==> config.mk <==
export PLATFORM = sky130hd
export DESIGN_NAME = clint_timer
export DESIGN_NICKNAME = d
export VERILOG_FILES = /design/src/rtl/clint_timer_pkg.sv /design/src/rtl/clint_timer_prescaler.sv /design/src/rtl/clint_timer.sv
export SDC_FILE = /design/constraint.sdc
export NUM_CORES = 1
export LEC_CHECK = 0
export ABC_CLOCK_PERIOD_IN_PS = 7600
export CAP_MARGIN = 10
export CORE_MARGIN = 2
export CORE_UTILIZATION = 50
export DETAILED_ROUTE_END_ITERATION = 10
export DONT_BUFFER_PORTS = 1
export PLACE_DENSITY = 0.75
export SLEW_MARGIN = 20
export SYNTH_ARGS = -nofsm -noshare
export SYNTH_HDL_FRONTEND = slang
export SYNTH_SLANG_ARGS = --single-unit
==> constraint.sdc <==
create_clock -name clk -period 7.6 [get_ports clk]
set_input_delay 1.14 -clock clk [delete_from_list [all_inputs] [get_ports clk]]
set_output_delay 1.14 -clock clk [all_outputs]
set_load 0.02 [all_outputs]
==> src/rtl/clint_timer_pkg.sv <==
// clint_timer_pkg: shared definitions for the CLINT-style machine timer.
//   - register window geometry and register offsets
//   - uint64 type used for mtime / mtimecmp
//   - clint_reg_t register selector and the address decode helpers
// Decode helpers take the word index inside the 64 KiB window (byte offset >> 2)
// so byte-lane bits never reach them.

package clint_timer_pkg;

  typedef logic [63:0] uint64;

  localparam int unsigned CLINT_WINDOW_SIZE  = 32'h0001_0000;
  localparam int          CLINT_WINDOW_BITS  = 16;
  localparam int          CLINT_MAX_HARTS    = 16;
  localparam int          CLINT_PRESCALE_W   = 16;

  localparam logic [15:0] CLINT_MSIP_OFF     = 16'h0000;
  localparam logic [15:0] CLINT_MTIMECMP_OFF = 16'h4000;
  localparam logic [15:0] CLINT_MTIME_OFF    = 16'hBFF8;

  typedef enum logic [2:0] {
    CLINT_MSIP,
    CLINT_CMP_LO,
    CLINT_CMP_HI,
    CLINT_MTIME_LO,
    CLINT_MTIME_HI,
    CLINT_NONE
  } clint_reg_t;

  // MSIP occupies words 0..15, MTIMECMP 16 doublewords from 0x4000, MTIME the
  // last doubleword below 0xC000. Slots for harts that do not exist decode to
  // CLINT_NONE so the core sends those accesses to RAM.
  function automatic clint_reg_t clint_decode(input logic [13:0] word, input int n_harts);
    clint_reg_t sel;
    sel = CLINT_NONE;
    if (word[13:4] == CLINT_MSIP_OFF[15:6]) begin
      if (int'({28'b0, word[3:0]}) < n_harts) sel = CLINT_MSIP;
    end else if (word[13:5] == CLINT_MTIMECMP_OFF[15:7]) begin
      if (int'({28'b0, word[4:1]}) < n_harts) sel = word[0] ? CLINT_CMP_HI : CLINT_CMP_LO;
    end else if (word[13:1] == CLINT_MTIME_OFF[15:3]) begin
      sel = word[0] ? CLINT_MTIME_HI : CLINT_MTIME_LO;
    end
    return sel;
  endfunction

  // Hart index of a per-hart register; meaningless for MTIME / CLINT_NONE.
  function automatic logic [3:0] clint_hart(input logic [13:0] word, input clint_reg_t sel);
    return (sel == CLINT_MSIP) ? word[3:0] : word[4:1];
  endfunction

endpackage

==> src/rtl/clint_timer_prescaler.sv <==
// clint_prescaler: divides clk down to the mtime increment strobe.
//   clk    : clock
//   rst    : synchronous, active-high reset (count returns to 0)
//   tick_o : high for one cycle when count == TICK_DIV-1; count then wraps to 0
// TICK_DIV = 1 gives a tick every cycle (count stays at 0).

module clint_prescaler
  import clint_timer_pkg::*;
#(
  parameter int TICK_DIV = 1
) (
  input  logic clk,
  input  logic rst,
  output logic tick_o
);

  localparam logic [CLINT_PRESCALE_W-1:0] LAST = CLINT_PRESCALE_W'(TICK_DIV - 1);

  logic [CLINT_PRESCALE_W-1:0] count;

  assign tick_o = (count == LAST);

  always_ff @(posedge clk) begin
    if (rst) begin
      count <= '0;
    end else if (tick_o) begin
      count <= '0;
    end else begin
      count <= count + 1'b1;
    end
  end

endmodule

==> src/rtl/clint_timer.sv <==
// clint_timer: CLINT-style machine timer / software interrupt block.
// Sits on the core data-memory path; a hit suppresses the RAM access and load
// data returns one cycle later.
// Ports:
//   clk, rst            : clock, synchronous active-high reset
//   req_i, we_i         : single-cycle word request, 1 = store
//   addr_i, wdata_i     : byte address (bits [1:0] ignored), store data
//   hit_o               : combinational, request decodes to a mapped register
//   rdata_o, rvalid_o   : registered load data and its one-cycle valid pulse
//   mtip_o, msip_o      : per-hart timer / software interrupt pending
// Optional feature macro CLINT_SNAPSHOT_EN: a load of MTIME low captures
// mtime[63:32] into a shadow that a later load of MTIME high returns, giving
// an atomic 64-bit read. Without it MTIME high reads the live value.

module clint_timer
  import clint_timer_pkg::*;
#(
  parameter int          N_HARTS   = 1,
  parameter logic [31:0] BASE_ADDR = 32'h0200_0000,
  parameter int          TICK_DIV  = 1
) (
  input  logic               clk,
  input  logic               rst,
  input  logic               req_i,
  input  logic               we_i,
  input  logic [31:0]        addr_i,
  input  logic [31:0]        wdata_i,
  output logic               hit_o,
  output logic [31:0]        rdata_o,
  output logic               rvalid_o,
  output logic [N_HARTS-1:0] mtip_o,
  output logic [N_HARTS-1:0] msip_o
);

  logic        tick;
  logic        in_window;
  logic [13:0] word;
  logic        addr_unused;
  clint_reg_t  reg_sel;
  logic [3:0]  hart;
  logic        load_hit;
  logic        store_hit;

  uint64 mtime;
  uint64 mtime_next;
  uint64 cmp      [N_HARTS];
  uint64 cmp_next [N_HARTS];

  logic [N_HARTS-1:0] msip;
  logic [N_HARTS-1:0] msip_next;
  logic [N_HARTS-1:0] mtip;
  logic [N_HARTS-1:0] mtip_next;

  logic [31:0] read_mux;
  logic [31:0] rdata;
  logic        rvalid;

`ifdef CLINT_SNAPSHOT_EN
  logic [31:0] shadow;
`endif

  clint_prescaler #(
    .TICK_DIV(TICK_DIV)
  ) u_prescaler (
    .clk   (clk),
    .rst   (rst),
    .tick_o(tick)
  );

  // Address decode; byte-lane bits carry no meaning for word accesses.
  assign addr_unused = ^addr_i[1:0];
  assign in_window   = (addr_i[31:CLINT_WINDOW_BITS] == BASE_ADDR[31:CLINT_WINDOW_BITS]);
  assign word        = addr_i[CLINT_WINDOW_BITS-1:2];
  assign reg_sel     = in_window ? clint_decode(word, N_HARTS) : CLINT_NONE;
  assign hart        = clint_hart(word, reg_sel);
  assign hit_o       = req_i && (reg_sel != CLINT_NONE);
  assign load_hit    = hit_o && !we_i;
  assign store_hit   = hit_o && we_i;

  // A store to either mtime half replaces that half and swallows any tick in
  // the same cycle; no carry crosses between halves on a write.
  always_comb begin
    mtime_next = mtime;
    if (store_hit && reg_sel == CLINT_MTIME_LO) begin
      mtime_next = {mtime[63:32], wdata_i};
    end else if (store_hit && reg_sel == CLINT_MTIME_HI) begin
      mtime_next = {wdata_i, mtime[31:0]};
    end else if (tick) begin
      mtime_next = mtime + 64'd1;
    end
  end

  // Per-hart register updates. The interrupt compare uses the post-update
  // mtime and mtimecmp so mtip follows a write or tick by exactly one cycle.
  always_comb begin
    for (int h = 0; h < N_HARTS; h++) begin
      cmp_next[h]  = cmp[h];
      msip_next[h] = msip[h];
      if (store_hit && hart == 4'(h)) begin
        case (reg_sel)
          CLINT_CMP_LO: cmp_next[h]  = {cmp[h][63:32], wdata_i};
          CLINT_CMP_HI: cmp_next[h]  = {wdata_i, cmp[h][31:0]};
          CLINT_MSIP:   msip_next[h] = wdata_i[0];
          default:      ;
        endcase
      end
      mtip_next[h] = (mtime_next >= cmp_next[h]);
    end
  end

  // Load data is taken from the current (pre-update) register values.
  always_comb begin
    read_mux = '0;
    case (reg_sel)
      CLINT_MSIP: begin
        for (int h = 0; h < N_HARTS; h++) begin
          if (hart == 4'(h)) read_mux = {31'b0, msip[h]};
        end
      end
      CLINT_CMP_LO: begin
        for (int h = 0; h < N_HARTS; h++) begin
          if (hart == 4'(h)) read_mux = cmp[h][31:0];
        end
      end
      CLINT_CMP_HI: begin
        for (int h = 0; h < N_HARTS; h++) begin
          if (hart == 4'(h)) read_mux = cmp[h][63:32];
        end
      end
      CLINT_MTIME_LO: read_mux = mtime[31:0];
`ifdef CLINT_SNAPSHOT_EN
      CLINT_MTIME_HI: read_mux = shadow;
`else
      CLINT_MTIME_HI: read_mux = mtime[63:32];
`endif
      default: read_mux = '0;
    endcase
  end

  // Architectural state. mtimecmp resets to all-ones so nothing fires out of
  // reset; a reset in the load cycle drops the pending rvalid.
  always_ff @(posedge clk) begin
    if (rst) begin
      mtime  <= '0;
      msip   <= '0;
      mtip   <= '0;
      rdata  <= '0;
      rvalid <= 1'b0;
      for (int h = 0; h < N_HARTS; h++) begin
        cmp[h] <= '1;
      end
    end else begin
      mtime  <= mtime_next;
      msip   <= msip_next;
      mtip   <= mtip_next;
      rvalid <= load_hit;
      if (load_hit) begin
        rdata <= read_mux;
      end
      for (int h = 0; h < N_HARTS; h++) begin
        cmp[h] <= cmp_next[h];
      end
    end
  end

`ifdef CLINT_SNAPSHOT_EN
  // Shadow of the upper mtime half, captured with the value a low load sees so
  // the pair of loads is consistent even if the low half carries in between.
  always_ff @(posedge clk) begin
    if (rst) begin
      shadow <= '0;
    end else if (load_hit && reg_sel == CLINT_MTIME_LO) begin
      shadow <= mtime[63:32];
    end else if (store_hit && reg_sel == CLINT_MTIME_HI) begin
      shadow <= wdata_i;
    end
  end
`endif

  assign rdata_o  = rdata;
  assign rvalid_o = rvalid;
  assign mtip_o   = mtip;
  assign msip_o   = msip;

endmodule
Word level (Yosys, flattened, before mapping)
Memories as Yosys holds them, arrays and structs flattened.
Cells that the tools add are included.
{"block": "word_totals", "mem_bits_rw": 64, "latch_bits": 0, "rom_bits": 0, "word_cells": 57, "memories": 1, "input_bits": 68, "register_bits": 115, "out_inout_bits": 36}
{"name": "cmp", "depth": 1, "width": 64, "rd": 1, "rd_clocked_by_memory_dff": 0, "wr": 1, "line": "clint_timer.sv:46", "source": "uint64 cmp [N_HARTS];"}
{"block": "classes", "reduce_logical": 14, "n_bitwise": 0, "shifts": 0, "div_mod_pow": 0, "mux": 23, "multipliers": 0, "magnitude_cmp": 3, "addsub": 2, "eq_ne": 8}
{"operator": "64-bit 2-to-1 mux", "count": 5}
{"operator": "32-bit case mux with 5 select lines", "count": 1}
{"operator": "64-bit case mux with 2 select lines", "count": 1}
{"operator": "64-bit by 1-bit adder with 64-bit output, second input constant", "count": 1}
{"operator": "64-bit greater-or-equal comparator", "count": 1}
{"operator": "32-bit 2-to-1 mux", "count": 2}
{"operator": "64-bit OR reduction", "count": 1}
{"operator": "3-bit 2-to-1 mux", "count": 7}
{"operator": "16-bit by 1-bit adder with 16-bit output, second input constant", "count": 1}
{"operator": "16-bit by 10-bit equality test with 1-bit output, second input constant", "count": 1}
{"operator": "16-bit zero test", "count": 1}
{"operator": "13-bit equality test, second input constant", "count": 1}
{"operator": "10-bit zero test", "count": 1}
{"operator": "9-bit by 8-bit equality test with 1-bit output, second input constant", "count": 1}
{"operator": "4-bit by 1-bit less-than comparator with 1-bit output, second input constant", "count": 2}
{"operator": "3-bit by 2-bit equality test with 1-bit output, second input constant", "count": 2}
{"operator": "1-bit logical AND", "count": 6}
{"operator": "1-bit 2-to-1 mux", "count": 5}
{"operator": "4-bit zero test", "count": 1}
{"operator": "4-bit 2-to-1 mux", "count": 1}
{"operator": "3-bit by 1-bit equality test with 1-bit output, second input constant", "count": 1}
{"operator": "3-bit equality test, second input constant", "count": 1}
{"operator": "3-bit zero test", "count": 1}
{"operator": "3-bit inequality test, second input constant", "count": 1}
{"operator": "other kinds (4)", "count": 4}

Logic depth before layout (Yosys ltp)
Gate-level depths: netlist of the first run.
{"block": "logic_depth", "depth_word": 12, "ltp_mapped": 18}

Cells and area by module
A second synthesis of the first run with hierarchy kept.
{"block": "unflattened", "hier_cells": 1322, "area_unflattened_um2": 11084.4}
{"mod": "clint_timer", "area_each_um2": 10327.4, "instances": 1, "cells_each": 1236}
{"mod": "clint_prescaler", "area_each_um2": 757.0, "instances": 1, "cells_each": 86}

Worst setup path after synthesis of the first run
Ideal clock, no wire load.
{"block": "synth_timing", "path_type": "in2reg", "startpoint": "in addr_i[24]", "endpoint": "reg mtip, in the netlist mtip_o", "stages": 16, "arrival_ps": 4570, "setup_time_ps": 114, "setup_slack_ps": 2916, "t_required_ps": 7486, "path_buffers": 2, "cell_sequence": "nor4b_1 > and4_1 > nand2b_1 > nor4_1 > and2_1 > buf_2 > buf_4 > mux2i_1 > ha_1 > nor4_1 > nor3_1 > a2111oi_0 > o22ai_1 > a211oi_1 > o21ai_0 > a21o_1"}
{"block": "synth_between", "elab_chain_cells": 9}
{"element": "start, declared", "line": "clint_timer.sv:26", "source": "input logic [31:0] addr_i,"}
{"element": "16-bit by 10-bit equality test with 1-bit output *", "line": "clint_timer.sv:72", "source": "assign in_window = (addr_i[31:CLINT_WINDOW_BITS] == BASE_ADDR[31:CLINT_WINDOW_BITS]);"}
{"element": "3-bit 2-to-1 mux *", "line": "clint_timer.sv:74", "source": "assign reg_sel = in_window ? clint_decode(word, N_HARTS) : CLINT_NONE;"}
{"element": "3-bit inequality test", "line": "clint_timer.sv:76", "source": "assign hit_o = req_i && (reg_sel != CLINT_NONE);"}
{"element": "1-bit logical AND", "line": "clint_timer.sv:76"}
{"element": "1-bit logical AND", "line": "clint_timer.sv:78", "source": "assign store_hit = hit_o && we_i;"}
{"element": "1-bit logical AND", "line": "clint_timer.sv:86", "source": "end else if (store_hit && reg_sel == CLINT_MTIME_HI) begin"}
{"element": "64-bit 2-to-1 mux", "line": "clint_timer.sv:86"}
{"element": "64-bit 2-to-1 mux", "line": "clint_timer.sv:84", "source": "if (store_hit && reg_sel == CLINT_MTIME_LO) begin"}
{"element": "64-bit greater-or-equal comparator *", "line": "clint_timer.sv:107", "source": "mtip_next[h] = (mtime_next >= cmp_next[h]);"}
{"element": "end signal, assigned", "line": "clint_timer.sv:155", "source": "mtip <= mtip_next;"}
{"element": "end, declared", "line": "clint_timer.sv:51", "source": "logic [N_HARTS-1:0] mtip;"}
Every way passes the cells marked *; elsewhere a longest branch is shown, timed or not.
A chain may end at the register's enable or synchronous reset.

Worst setup path after layout of the first run
{"block": "layout_timing", "startpoint": "in addr_i[11]", "endpoint": "reg mtip, in the netlist mtip_o"}
{"block": "layout_between", "elab_chain_cells": 12}
{"element": "13-bit equality test", "line": "clint_timer_pkg.sv:40", "source": "end else if (word[13:1] == CLINT_MTIME_OFF[15:3]) begin"}
{"element": "3-bit 2-to-1 mux", "line": "clint_timer_pkg.sv:40"}
{"element": "3-bit 2-to-1 mux", "line": "clint_timer_pkg.sv:38", "source": "end else if (word[13:5] == CLINT_MTIMECMP_OFF[15:7]) begin"}
{"element": "3-bit 2-to-1 mux *", "line": "clint_timer_pkg.sv:36", "source": "if (word[13:4] == CLINT_MSIP_OFF[15:6]) begin"}
{"element": "3-bit 2-to-1 mux *", "line": "clint_timer.sv:74"}
{"element": "3-bit inequality test", "line": "clint_timer.sv:76"}
{"element": "1-bit logical AND", "line": "clint_timer.sv:76"}
{"element": "1-bit logical AND", "line": "clint_timer.sv:78"}
{"element": "1-bit logical AND", "line": "clint_timer.sv:86"}
{"element": "64-bit 2-to-1 mux", "line": "clint_timer.sv:86"}
{"element": "64-bit 2-to-1 mux", "line": "clint_timer.sv:84"}
{"element": "64-bit greater-or-equal comparator *", "line": "clint_timer.sv:107"}
Marks and branches as above.

==> reports/results.tsv, run 1 <==
metric	value	unit
power.leakage	0.004020	uW
syn-num-nets	1446	
min_path_type	reg2reg	
grt_max_degree	167	
synth_area	10860	sq um
post-route-cell-area	11630	sq um
diodes	0	
cts_setup_buffers	0	
initial_core_util	51.36	%
vdd_ir_drop_max	133.1	uV
dieWidth	151.4	microns
power_density	163.2	nW/um^2
share_seq_of_total_power	49.6	%
ioPinCount	104	
fp.dieH	151.4	microns
status	completed	
rsz0062_at_grt	false	
seq_area_frac_synth	32.98	%
p_comb_share	1.2	%
avgSynthCellArea	8.287	sq um
whs	0.4700	ns
drt.antenna.violating_nets	0	
via_per_inst	6.589	
cp.required	7.93	ns
pwr-share-clk	49.2	%
place_congestion	0.9090	
cts_tree	done	
post_drt_wl_per_cell	21.05	microns
insertion_delay	0.45	ns
synth-async-reset-ratio	0	%
htree_levels	4	
criticalPathCategory	in2reg	
drt_iter0_markers	1148	
ys_warn_count	0	
hp-start	u_prescaler.count[0]	
nNetsFinal	1393	
cts-resized-gates	0	
setup_viol	0	
maxSlewHeadroom	37.39	%
antenna_found_initial	0	
power.switching	411.5	uW
final_util	54.97	%
r2r_start	mtime[32]	
grt_pass1_vias	9728	
grt_pass1_wl	51.00	mm
numClockSinks	179	
crit_fanout	42	
grt.total_usage	28.65	%
tns	0	ns
intPower	1486	uW
cts.clk_slew.worst_paths	0.07	ns
wirelength	32.55	mm
final_cell_mix	dfxtp_1 (179), nand2_1 (114), nor2_1 (111)	
synth.distinct_cells	69	
cts_buffers	17	
hold_buffers	0	
drc	0	
yosys.area.top_type	dfxtp_1	
ys_seq_elements	179	
maxCapViolCount	0	
synth_edf_count	0	
dp_hpwl	22.14	mm
crit_path_end_kind	flop	
io_buffer_count	0	
synth_flop_cell	dfxtp_1	
clockRootBuffer	clkbuf_16	
coreArea	21150	sq um
swShare	21.68	%
worst_pin_slew	0.9306	ns
start_kind	input port	
drv_slew	0	
row_count	53	
power.total	1898	uW
crit_start	addr_i[11]	
cts_buffer_depth	2	
dieArea	22920	sq um
synth.area.top_cells	dfxtp_1 (33%), ha_1 (7.7%), mux2i_1 (6.1%)	
final_common_cell	dfxtp_1	
arrival	5.96	ns
synth_top_area_share	32.98	%
placed_cell_area	11010	sq um
period_minus_slack	5.634	ns
fin_crit_sh	74.13	%
skew	0.01225	ns
hold_violations	0	
grt_overflow	0	
dr.pass1.iters	6	
syn_inst	1311	
drive_above_1_share	5.586	%
areaGrowthSynthToFinish	7.025	%
fmax	177.5	MHz
vias	10190	
state kept, by name, summed over array words and instances (netlist names):
register           flops
mtime                 64
msip_o                 1
cmp                   64
u_prescaler.count     16
rvalid_o               1
rdata_o               32
mtip_o                 1
metrics by stage:
| step | setup WS (ns) | std cells |
|---|---|---|
| after floorplan | 2.916 | 1311 |
| after global placement | 1.878 | 1514 |
| after detailed placement | 1.746 | 1514 |
| after CTS | 2.148 | 1546 |
| after global routing | 1.671 | 1546 |
| final | 1.966 | 1546 |
critical path, stage by stage:
cell and delay, ns:
nor4_1 0.52, o211ai_1 0.40, o2111ai_4 0.15, buf_4 0.46, nor3b_1 0.49, xor2_1 0.15
mux2i_1 0.25, ha_1 0.27, nor3b_1 0.25, o21ai_0 0.24, a2111oi_0 0.69, o22ai_1 0.32
a211oi_1 0.29, o21ai_0 0.12, a21o_1 0.20
layer usage:
metal / wire length [microns] / up-vias / track usage, %
met1: 13360 / 4766 / 37.42
met2: 14550 / 561 / 44.84
li1: - / 4794 / -
met4: 820 / 0 / 10.19
met5: 0 / - / 0
met3: 3815 / 65 / 8.614
final timing paths:
path,end,slack (ns),cells after the start
max,mtip_o,1.97,15
max reg2reg,mtip_o,2.67,14
min reg2reg,u_prescaler.count[0],0.47,1
min,u_prescaler.count[0],0.47,1
area by class of cell:
type / count / area (sq um)
clock buffer: 20 / 446.7
tap: 275 / 344.1
inverter: 16 / 60.06
multi-input combinational: 1026 / 6890
timing repair buffer: 18 / 135.1
sequential: 179 / 3583
fill: 1955 / 9527
clock inverter: 12 / 167.7
cell usage after synthesis, drive strengths merged (3+ instances only):
cell     number
a221oi        7
and2          6
nor4         30
a311oi       27
xor2         24
a31oi         6
a211oi       25
buf          32
mux2i        66
and4          5
inv          16
clkbuf       58
nor3         32
nor2b        29
nand3b        7
a21oi        65
o211ai        5
o21ai        85
a21o          8
o32ai         5
or3          10
nand2b       66
xnor2        17
dfxtp       179
a2111oi       3
nand4        50
nor3b         4
nand2       114
ha           67
a222oi       25
and3         14
nand3        40
o22ai         8
nor4b         6
or4          10
nand4b        8
o21a          3
or2           4
a22o          7
o31ai         4
a31o          3
nor2        112
power by group through the flow:
stage	clock [uW]	sequential [uW]	combinational, uW
floorplan	0	962	28.9
global placement	0	962	21.6
detailed placement	0	962	22.1
CTS	944	941	22.3
global route	984	941	24.2
finish	934	941	22.6
cells by family (layout without fill, tap and decap cells):
family / count (synthesis) / after routing / share of synthesized area [%]
fa+ha+maj: 67 / 67 / 7.716
mux: 67 / 67 / 6.184
xor+xnor: 41 / 41 / 3.305
simple gates: 550 / 550 / 26.82
buf+inv: 106 / 66 / 4.111
flops: 179 / 179 / 32.98
compound gates: 301 / 301 / 18.88
Power figures use the tool's default switching activity.
==> inputs of run 2 (changes only) <==
--- a/config.mk
+++ b/config.mk
@@ -5,13 +5,13 @@
 export SDC_FILE = /design/constraint.sdc
 export NUM_CORES = 1
 export LEC_CHECK = 0
-export ABC_CLOCK_PERIOD_IN_PS = 7600
+export ABC_CLOCK_PERIOD_IN_PS = 4770
 export CAP_MARGIN = 10
 export CORE_MARGIN = 2
 export CORE_UTILIZATION = 50
 export DETAILED_ROUTE_END_ITERATION = 10
 export DONT_BUFFER_PORTS = 1
-export PLACE_DENSITY = 0.75
+export PLACE_DENSITY = 0.78
 export SLEW_MARGIN = 20
 export SYNTH_ARGS = -nofsm -noshare
 export SYNTH_HDL_FRONTEND = slang
==> constraint.sdc (replaced) <==
create_clock -name clk -period 4.77 [get_ports clk]
set_input_delay 0.7155 -clock clk [delete_from_list [all_inputs] [get_ports clk]]
set_output_delay 0.7155 -clock clk [all_outputs]
set_load 0.02 [all_outputs]
==> run 2 against run 1 <==
Compared with the run above:
- critical path depth up 2
- count of clock-buffer cells in the layout fell by 2
- largest power group unchanged
- routed wire length is essentially flat
- combinational power up 60%
- clock skew increased by 0.0013 ns
- non-clock buffer count up 25
- first-iteration DRC count grew 15%
- final cell count is 1.6% higher
- setup slack lost 1.7 ns
- via count grew 1.5%
- core utilization is 0.99 points higher
- total power rose by 59%
==> reports/results.tsv, run 2 (same netlist as run 1, synthesis figures left out) <==
metric	value	unit	change
vias	10340		was 10,190
hold_buffers	0		unchanged
setup_viol	0		unchanged
final_common_cell	dfxtp_1		unchanged
share_seq_of_total_power	49.7	%	was 49.6%
insertion_delay	0.45	ns	about the same
min_path_type	in2reg		was reg2reg
fin_cells	1570		was 1,546
crit_fanout	4		was 42
grt_overflow	0		unchanged
dp_slack	-0.01148	ns	was 1.746 ns
io_buffer_count	0		unchanged
start_kind	flop		was input port
post_drt_wl_per_cell	20.74	microns	was 21.05 microns
cts_buffers	17		unchanged
final_cell_mix	dfxtp_1 (179), nand2_1 (114), nor2_1 (111)		unchanged
criticalPathCategory	reg2reg		was in2reg
worst_pin_slew	1.013	ns	was 0.9306 ns
cts_tree	done		unchanged
clockRootBuffer	clkbuf_16		unchanged
drt.antenna.violating_nets	0		unchanged
crit_slowest_cell	or4b_1		was a2111oi_0
fin_crit_sh	93.98	%	
slowest_delay	0.50	ns	was 0.69 ns
power_density	254.7	nW/um^2	was 163.2 nW/um^2
whs	0.3561	ns	was 0.4700 ns
crit_path_end_kind	flop		unchanged
arrival	4.83	ns	was 5.96 ns
maxCapViolCount	0		unchanged
grt_pass1_wl	51.67	mm	was 51.00 mm
status	completed		unchanged
drv_slew	0		unchanged
cp.required	5.11	ns	was 7.93 ns
cts_buffer_depth	2		unchanged
placed_cell_area	11230	sq um	was 11,010 sq um
fp.dieH	151.4	microns	unchanged
path_buf_inv	1		unchanged
skew	0.01353	ns	was 0.01225 ns
cts-resized-gates	0		unchanged
intPower	2348	uW	was 1486 uW
antenna_found_initial	0		unchanged
htree_levels	4		unchanged
nNetsFinal	1418		was 1,393
coreArea	21150	sq um	unchanged
via_per_inst	6.583		was 6.589
post-route-cell-area	11840	sq um	was 11,630 sq um
crit_top_cell	a21oi_1		
drt_iter0_markers	1321		was 1,148
wirelength	32.56	mm	was 32.55 mm
swShare	22.11	%	was 21.68%
dp_cells	1539		was 1,514
dieWidth	151.4	microns	unchanged
hold_violations	0		unchanged
row_count	53		unchanged
areaGrowthSynthToFinish	8.960	%	was 7.025%
grt.total_usage	28.70	%	was 28.65%
setup_ws	0.2872	ns	was 1.966 ns
final_util	55.96	%	was 54.97%
power.switching	666.7	uW	was 411.5 uW
crit_chain	inv_1, ha_1, nor4b_1, nand3_1, nor4_4, or4b_1, or2_1, o32ai_2, a21oi_1, ha_1, a21oi_1, nor2b_1, o21ai_0, nand2_1, a311oi_1, a21oi_1, a21o_1		was nor4_1, o211ai_1, o2111ai_4, buf_4, nor3b_1, xor2_1, mux2i_1, ha_1, nor3b_1, o21ai_0, a2111oi_0, o22ai_1, a211oi_1, o21ai_0, a21o_1
vdd_ir_drop_max	221.9	uV	was 133.1 uV
drc	0		unchanged
drive_above_1_share	7.568	%	was 5.586%
rsz0062_at_grt	false		unchanged
dr.pass1.iters	8		was 6
place_congestion	0.9325		was 0.9090
diodes	0		unchanged
power.leakage	0.004136	uW	was 0.004020 uW
initial_core_util	51.36	%	unchanged
ioPinCount	104		unchanged
cts.clk_slew.worst_paths	0.07	ns	about the same
pwr-share-clk	49.1	%	was 49.2%
dieArea	22920	sq um	unchanged
cts_setup_buffers	0		unchanged
period_minus_slack	4.483	ns	
grt_max_degree	167		unchanged
dp_hpwl	23.02	mm	was 22.14 mm
critPathTopFamily	simple AND/OR/NAND/NOR gates		was compound AO/OA/AOI/OAI gates
numClockSinks	179		unchanged
maxSlewHeadroom	32.44	%	was 37.39%
fmax	223.1	MHz	
grt_pass1_vias	9789		was 9,728
p_comb_share	1.2	%	about the same
[run 2: worst paths after layout]
path	slack, ns	end	cells past startpoint	start
worst max-delay path	0.29	mtip_o	17	u_prescaler.count[0]
worst min-delay path	0.36	rdata_o[4]	1	rst
worst min register to register	0.46	u_prescaler.count[0]	1	u_prescaler.count[0]
worst max register to register	0.29	mtip_o	17	u_prescaler.count[0]
[run 2: through the flow]
stage / TNS [ns] / power, uW
global placement: 0 / 1567
global route: 0 / 3083
CTS: 0 / 3019
floorplan: 0 / 1578
detailed placement: -0.01148 / 1568
finish: 0 / 3015
[run 2: metal layers]
layer	up-vias	wire, microns	GRT usage, %
li1	4843	-	-
met1	4904	14080	39.37
met2	525	14240	43.57
met3	64	3390	6.958
met4	0	849	10.84
met5	-	0	0
[run 2: layout make-up]
class | count | area (sq um)
clock buffers | 18 | 429.2
clock inverters | 13 | 171.4
fillers | 1886 | 9316
inverters | 16 | 60.06
multi-input cells | 1026 | 6902
flip-flops and latches | 179 | 3583
well taps | 275 | 344.1
repair buffers | 43 | 347.8
[run 2: power groups by stage]
stage	Combinational [uW]	Sequential, uW	Clock [uW]
floorplan	46.0	1530	0
global placement	34.3	1530	0
detailed placement	34.6	1530	0
CTS	35.6	1500	1480
global route	38.8	1500	1550
finish	36.1	1500	1480
[run 2: worst register-to-register path, delay by kind of cell (launching register included)]
kind | cells | cell delay [ns]
compound gates | 7 | 1.56
flops | 1 | 0.34
fa+ha+maj | 2 | 0.48
buf+inv | 1 | 0.08
simple gates | 7 | 1.94
